### config.mk
export PLATFORM = sky130hd
export DESIGN_NAME = daq_seq_ctrl
export DESIGN_NICKNAME = d
export VERILOG_FILES = /design/src/rtl/daq_seq_pkg.sv /design/src/rtl/daq_seq_ctrl_timer.sv /design/src/rtl/daq_seq_ctrl.sv
export SDC_FILE = /design/constraint.sdc
export NUM_CORES = 1
export LEC_CHECK = 0
export CAP_MARGIN = 20
export CORE_MARGIN = 4
export CORE_UTILIZATION = 45
export DETAILED_ROUTE_END_ITERATION = 10
export DONT_BUFFER_PORTS = 1
export HOLD_SLACK_MARGIN = 0.08
export PLACE_DENSITY = 0.59
export SLEW_MARGIN = 25
export SYNTH_ARGS = -nofsm -noshare
export SYNTH_HDL_FRONTEND = slang
export SYNTH_HIERARCHICAL = 1
export SYNTH_SLANG_ARGS = --single-unit
### constraint.sdc
create_clock -name aclk -period 6.25 [get_ports aclk]
set_clock_uncertainty 0.1 [all_clocks]
set_input_delay 1.875 -clock aclk [delete_from_list [all_inputs] [get_ports aclk]]
set_output_delay 1.875 -clock aclk [all_outputs]
set_load 0.02 [all_outputs]
### src/rtl/daq_seq_pkg.sv
// Shared definitions for the acquisition sequencer: state encoding, status
// word layout and the minimum re-arm gap.
package daq_seq_pkg;

    localparam logic [2:0] ST_IDLE_ENC     = 3'd0;
    localparam logic [2:0] ST_ARMED_ENC    = 3'd1;
    localparam logic [2:0] ST_WAIT_ACK_ENC = 3'd2;
    localparam logic [2:0] ST_HOLDOFF_ENC  = 3'd3;
    localparam logic [2:0] ST_ERROR_ENC    = 3'd4;

    typedef enum logic [2:0] {
        ST_IDLE     = ST_IDLE_ENC,
        ST_ARMED    = ST_ARMED_ENC,
        ST_WAIT_ACK = ST_WAIT_ACK_ENC,
        ST_HOLDOFF  = ST_HOLDOFF_ENC,
        ST_ERROR    = ST_ERROR_ENC
    } state_t;

    localparam int BUSY_BIT     = 0;
    localparam int WAIT_ACK_BIT = 1;
    localparam int TMO_BIT      = 2;
    localparam int ABORT_BIT    = 3;
    localparam int CNT_LSB      = 16;

    localparam int MIN_GAP = 2;

    function automatic logic [31:0] make_status(
        input logic [15:0] cnt,
        input logic        aborted,
        input logic        tmo_err,
        input logic        wait_ack,
        input logic        busy
    );
        logic [31:0] st;
        st                 = '0;
        st[BUSY_BIT]       = busy;
        st[WAIT_ACK_BIT]   = wait_ack;
        st[TMO_BIT]        = tmo_err;
        st[ABORT_BIT]      = aborted;
        st[CNT_LSB +: 16]  = cnt;
        return st;
    endfunction

endpackage

### src/rtl/daq_seq_ctrl_timer.sv
// Loadable down-counter that stops at zero; zero is decoded from the register.
module daq_seq_timer #(
    parameter int W = 32
) (
    input  logic         aclk,
    input  logic         aresetn,
    input  logic         load,
    input  logic [W-1:0] load_val,
    input  logic         en,
    output logic         zero
);

    localparam logic [W-1:0] ONE = W'(1);

    logic [W-1:0] cnt_q;
    logic [W-1:0] cnt_d;

    always_comb begin
        cnt_d = cnt_q;
        if (load) begin
            cnt_d = load_val;
        end else if (en && (cnt_q != '0)) begin
            cnt_d = cnt_q - ONE;
        end
    end

    always_ff @(posedge aclk or negedge aresetn) begin
        if (!aresetn) begin
            cnt_q <= '0;
        end else begin
            cnt_q <= cnt_d;
        end
    end

    assign zero = (cnt_q == '0);

endmodule

### src/rtl/daq_seq_ctrl.sv
// Acquisition sequencer driving the axis_daq enable and ARM interrupt.
// Define DAQ_SEQ_TIMEOUT_EN to build the ARMED timeout and ERROR state.
module daq_seq_ctrl
    import daq_seq_pkg::*;
#(
    parameter int NUM_WIDTH = 16,
    parameter int TMR_WIDTH = 32
) (
    input  logic                 aclk,
    input  logic                 aresetn,
    input  logic                 cmd_start,
    input  logic                 cmd_abort,
    input  logic                 buf_ack,
    input  logic [NUM_WIDTH-1:0] cfg_num,
    input  logic [TMR_WIDTH-1:0] cfg_holdoff,
    input  logic [TMR_WIDTH-1:0] cfg_timeout,
    input  logic [31:0]          daq_status_i,
    output logic                 meas_flag_o,
    output logic                 irq_o,
    output logic [31:0]          seq_status
);

    localparam logic [NUM_WIDTH-1:0] ONE_N = NUM_WIDTH'(1);
    localparam logic [TMR_WIDTH-1:0] ONE_T = TMR_WIDTH'(1);
    localparam logic [TMR_WIDTH-1:0] GAP_T = TMR_WIDTH'(MIN_GAP);

    state_t                 state_q, state_d;
    logic [NUM_WIDTH-1:0]   num_q, num_d;
    logic [TMR_WIDTH-1:0]   hold_q, hold_d;
    logic [NUM_WIDTH-1:0]   cnt_q, cnt_d;
    logic                   tmo_err_q, tmo_err_d;
    logic                   abort_q, abort_d;
    logic                   meas_q, irq_q, irq_d;
    logic [31:0]            status_q, status_d;

    logic                   abort_go;
    logic                   start_go;
    logic                   done;
    logic                   hold_load;
    logic [TMR_WIDTH-1:0]   hold_clamp;
    logic [TMR_WIDTH-1:0]   hold_load_val;
    logic                   hold_zero;
    logic                   tmo_load;
    logic                   tmo_trip;

    assign done     = daq_status_i[0];
    assign abort_go = cmd_abort && (state_q != ST_IDLE);
    assign start_go = cmd_start && !abort_go &&
                      ((state_q == ST_IDLE) || (state_q == ST_ERROR));

    // The hold-off timer signals on reaching zero, so it is loaded one short
    // of the gap: ARMED is re-entered gap+1 cycles after the acknowledge.
    assign hold_clamp    = (hold_q < GAP_T) ? GAP_T : hold_q;
    assign hold_load_val = hold_clamp - ONE_T;

    always_comb begin
        state_d   = state_q;
        num_d     = num_q;
        hold_d    = hold_q;
        cnt_d     = cnt_q;
        tmo_err_d = tmo_err_q;
        abort_d   = abort_q;
        irq_d     = 1'b0;
        hold_load = 1'b0;
        tmo_load  = 1'b0;

        if (abort_go) begin
            state_d = ST_IDLE;
            abort_d = 1'b1;
        end else if (start_go) begin
            num_d     = cfg_num;
            hold_d    = cfg_holdoff;
            cnt_d     = '0;
            tmo_err_d = 1'b0;
            abort_d   = 1'b0;
            tmo_load  = 1'b1;
            state_d   = ST_ARMED;
        end else begin
            case (state_q)
                ST_ARMED: begin
                    if (done) begin
                        if (cnt_q != '1) begin
                            cnt_d = cnt_q + ONE_N;
                        end
                        irq_d   = 1'b1;
                        state_d = ST_WAIT_ACK;
                    end else if (tmo_trip) begin
                        tmo_err_d = 1'b1;
                        state_d   = ST_ERROR;
                    end
                end
                ST_WAIT_ACK: begin
                    if (buf_ack) begin
                        if ((num_q != '0) && (cnt_q == num_q)) begin
                            state_d = ST_IDLE;
                        end else begin
                            hold_load = 1'b1;
                            state_d   = ST_HOLDOFF;
                        end
                    end
                end
                ST_HOLDOFF: begin
                    if (hold_zero) begin
                        tmo_load = 1'b1;
                        state_d  = ST_ARMED;
                    end
                end
                ST_IDLE, ST_ERROR: ;
                default: state_d = ST_IDLE;
            endcase
        end

        status_d = make_status(16'(cnt_d), abort_d, tmo_err_d,
                               (state_d == ST_WAIT_ACK),
                               (state_d != ST_IDLE) && (state_d != ST_ERROR));
    end

    always_ff @(posedge aclk or negedge aresetn) begin
        if (!aresetn) begin
            state_q   <= ST_IDLE;
            num_q     <= '0;
            hold_q    <= '0;
            cnt_q     <= '0;
            tmo_err_q <= 1'b0;
            abort_q   <= 1'b0;
            meas_q    <= 1'b0;
            irq_q     <= 1'b0;
            status_q  <= '0;
        end else begin
            state_q   <= state_d;
            num_q     <= num_d;
            hold_q    <= hold_d;
            cnt_q     <= cnt_d;
            tmo_err_q <= tmo_err_d;
            abort_q   <= abort_d;
            meas_q    <= (state_d == ST_ARMED);
            irq_q     <= irq_d;
            status_q  <= status_d;
        end
    end

    daq_seq_timer #(.W(TMR_WIDTH)) u_hold_timer (
        .aclk     (aclk),
        .aresetn  (aresetn),
        .load     (hold_load),
        .load_val (hold_load_val),
        .en       (state_q == ST_HOLDOFF),
        .zero     (hold_zero)
    );

`ifdef DAQ_SEQ_TIMEOUT_EN
    logic [TMR_WIDTH-1:0] tmo_cfg_q;
    logic [TMR_WIDTH-1:0] tmo_load_val;
    logic                 tmo_zero;

    // A start loads the timer straight from the port, since the latched copy
    // only updates on the same edge.
    assign tmo_load_val = start_go ? cfg_timeout : tmo_cfg_q;
    assign tmo_trip     = (tmo_cfg_q != '0) && tmo_zero;

    always_ff @(posedge aclk or negedge aresetn) begin
        if (!aresetn) begin
            tmo_cfg_q <= '0;
        end else if (start_go) begin
            tmo_cfg_q <= cfg_timeout;
        end
    end

    daq_seq_timer #(.W(TMR_WIDTH)) u_tmo_timer (
        .aclk     (aclk),
        .aresetn  (aresetn),
        .load     (tmo_load),
        .load_val (tmo_load_val),
        .en       (state_q == ST_ARMED),
        .zero     (tmo_zero)
    );
`else
    logic unused_tmo;
    assign tmo_trip   = 1'b0;
    assign unused_tmo = ^{cfg_timeout, tmo_load};
`endif

    logic unused_status;
    assign unused_status = ^daq_status_i[31:1];

    assign meas_flag_o = meas_q;
    assign irq_o       = irq_q;
    assign seq_status  = status_q;

endmodule

==> reports/results.ini <==
[drt]
avgRoutedWirePerCell_um=17.7
vias_per_cell=5.86
post-route-drc-count=0
vias=5161
finalWirelength_um=15600
detail-route-antenna-nets=0
first_pass_iters=5
drtIter0Drc=553

[power]
p_per_area_mw_per_mm2=434
p_leak_nw=2.82
ir_drop_v=0.000204
power_mw=2.83

[clock_network]
cts_tree=built
post_cts_buffers=0
insertion_delay_ns=0.35
root_buffer=clkbuf_16
clk_pin_slew_worst_paths_ns=0.07
cts_htree_levels=3
post_cts_resized=0
max-clock-path-buffers=2
clock-sinks=104
cts_made_buffers=9
ctsHoldBuffers=0

[floorplanning]
fp.dieH_um=125
placementRows=42
io_pins=151
die_area_mm2=0.0156
floorplan.initialDensity=0.463
dieWidth_um=125
core-area_mm2=0.0133

[yosys]
yosysSeqAreaShare=0.423
synthFlopType=dfrtp_1
synth_area_mm2=0.00615
synth-edff-count=0
ys_seq_elements=104
syn_avg_cell_area_um2=8.53
async_flop_share=1.00
synth_cell_types=73
ys_warn_count=6
post_synth_inst_count=721

[sta]
relSlewSlack=0.466
rsz0062_at_grt=false
finalCritPeriodShare=0.661
slew_viol_final=0
holdWs_ns=0.407
max_slew.worst_pin.slew_ns=0.796
hold_viol_final=0
min_period_ns=4.13
setup-tns-final_ns=0
setup_viol=0
clock.fmax_mhz=242

[layout]
n_fill_cell=1265
antennaDiodeCount=0
final_util=0.490
fin_nets=821
area_growth_pct=5.82
final_layout_size_suffix_gt1_frac=0.0567

[placed_design]
gp_congestion=0.884
io_buffers=0
dpl.hpwl_um=10900

[worst_setup_path]
critical_path_required_ns=6.42
cp.arrival_ns=4.30
crit_type=reg2reg
endpoint_kind=register
cp_max_fo=6
start_kind=register

[grt]
gr-total-overflow=0
grtUsageTotal=0.205
grt_first_pass_wirelength_um=26100
grt_max_degree=105
grt_pass1_vias=4907
antenna_found_initial=0

[run]
cap_violations=0

[min_path]
hold_path_class=reg2reg

[run_status]
status=finished, final reports clean

[flip-flops by register name (all words and copies together), names as in the netlist]
register and count:
num_q 16, hold_q 32, seq_status 4, meas_flag_o 1
state_q 3, irq_o 1, u_hold_timer/cnt_q 32, cnt_q 15
[cells in the mapped netlist (all sizes together) (2+ instances only)]
master | number | area (um^2)
a31o | 4 | 43.8
nor4 | 21 | 144
o31ai | 6 | 45.0
xnor2 | 23 | 201
clkbuf | 28 | 105
nor4bb | 2 | 20.0
nand2 | 187 | 702
a21oi | 9 | 45.0
nor3b | 2 | 15.0
a311o | 3 | 30.0
nor2 | 55 | 206
nand4 | 16 | 100
nor4b | 6 | 58.8
inv | 14 | 52.6
xor2 | 40 | 350
or4 | 15 | 129
or3b | 2 | 17.5
o21a | 3 | 22.5
nor2b | 2 | 12.5
nand4bb | 2 | 22.5
and4 | 2 | 17.5
nand2b | 6 | 37.5
nand4b | 2 | 17.5
nand3 | 14 | 70.1
ha | 3 | 37.5
nor3 | 32 | 170
and3 | 7 | 43.8
a31oi | 13 | 87.6
o41ai | 7 | 61.3
o311ai | 2 | 17.5
and4b | 4 | 40.0
o21ai | 21 | 105
a211oi | 2 | 15.0
or3 | 10 | 63.8
mux2i | 3 | 30.0
a2111oi | 2 | 17.5
dfrtp | 104 | 2600
buf | 19 | 151
a211o | 3 | 26.3
or4b | 6 | 63.8
[per-stage QoR]
step	instance area, um^2	cells	setup slack, ns
after global routing	6510	881	1.90
after detailed placement	6210	866	1.88
after floorplan	6200	733	2.58
after global placement	6210	866	1.95
after CTS	6510	881	2.15
final	6510	881	2.12
[path summary, 6_finish.rpt]
kind,startpoint,end,slack [ns],depth (start not counted)
max in group asynchronous,aresetn,hold_q[26],4.81,0
worst max-delay path,hold_q[12],u_hold_timer/cnt_q[28],2.12,11
worst min register to register,u_hold_timer/cnt_q[27],u_hold_timer/cnt_q[27],0.41,1
worst min-delay path,u_hold_timer/cnt_q[27],u_hold_timer/cnt_q[27],0.41,1
worst max register to register,hold_q[12],u_hold_timer/cnt_q[28],2.12,11
min in group asynchronous,aresetn,state_q[1],1.11,0
[cells by family (layout without fill, tap and decap cells)]
| kind of cell | Yosys count | after routing | synth area share |
|---|---|---|---|
| simple gates | 397 | 397 | 0.322 |
| mux | 3 | 3 | 0.00488 |
| xor+xnor | 63 | 63 | 0.0897 |
| fa+ha+maj | 3 | 3 | 0.00610 |
| compound gates | 88 | 88 | 0.103 |
| buf+inv | 62 | 34 | 0.0508 |
| flops | 104 | 104 | 0.423 |
| other cells | 1 | 13 | 0.000610 |
[critical path: stages, from the launching register on]
cell	delay [ns]
dfrtp_1	0.44
or4_4	0.54
nor4b_1	0.37
nand4_1	0.19
nand2_1	0.13
ha_1	0.19
or3b_2	0.54
or3_2	0.46
nor3_1	0.40
and4b_1	0.28
xor2_1	0.23
a2bb2oi_1	0.18
[routing by layer]
| layer | vias to the layer above | share of wire | GRT usage |
|---|---|---|---|
| met5 | - | 0 | 0 |
| met4 | 0 | 0.016 | 0.0708 |
| met3 | 16 | 0.061 | 0.0343 |
| met2 | 169 | 0.43 | 0.290 |
| met1 | 2504 | 0.49 | 0.316 |
| li1 | 2472 | - | - |
[cells in the final DEF (no fill, tap or decap), types with 7 or more instances in the layout]
cell / synthesis / layout
nand2_1: 187 / 187
dfrtp_1: 104 / 104
nor2_1: 55 / 55
xor2_1: 40 / 40
nor3_1: 30 / 29
xnor2_1: 23 / 23
o21ai_0: 21 / 21
nor4_1: 19 / 19
nand4_1: 16 / 16
inv_1: 14 / 14
nand3_1: 14 / 14
conb_1: 1 / 13
a31oi_1: 12 / 12
or4_1: 10 / 10
or3_1: 9 / 9
clkbuf_16: 0 / 9
a21oi_1: 9 / 8
and3_1: 7 / 7
o41ai_1: 7 / 7
[final cells by class]
class,count,area (um^2),area share
tap,176,220,0.0338
timing repair buffer,4,30.0,0.00461
inverter,15,56.3,0.00865
clock buffer,11,233,0.0357
sequential,104,2600,0.400
multi-input combinational,567,3300,0.507
clock inverter,4,70.1,0.0108
[power breakdown]
group,switching (mW),total (mW),internal (mW)
sequential,0.381,1.33,0.950
combinational,0.520,0.905,0.385
clock,0.245,0.593,0.348
(Power assumes the default switching activity.)
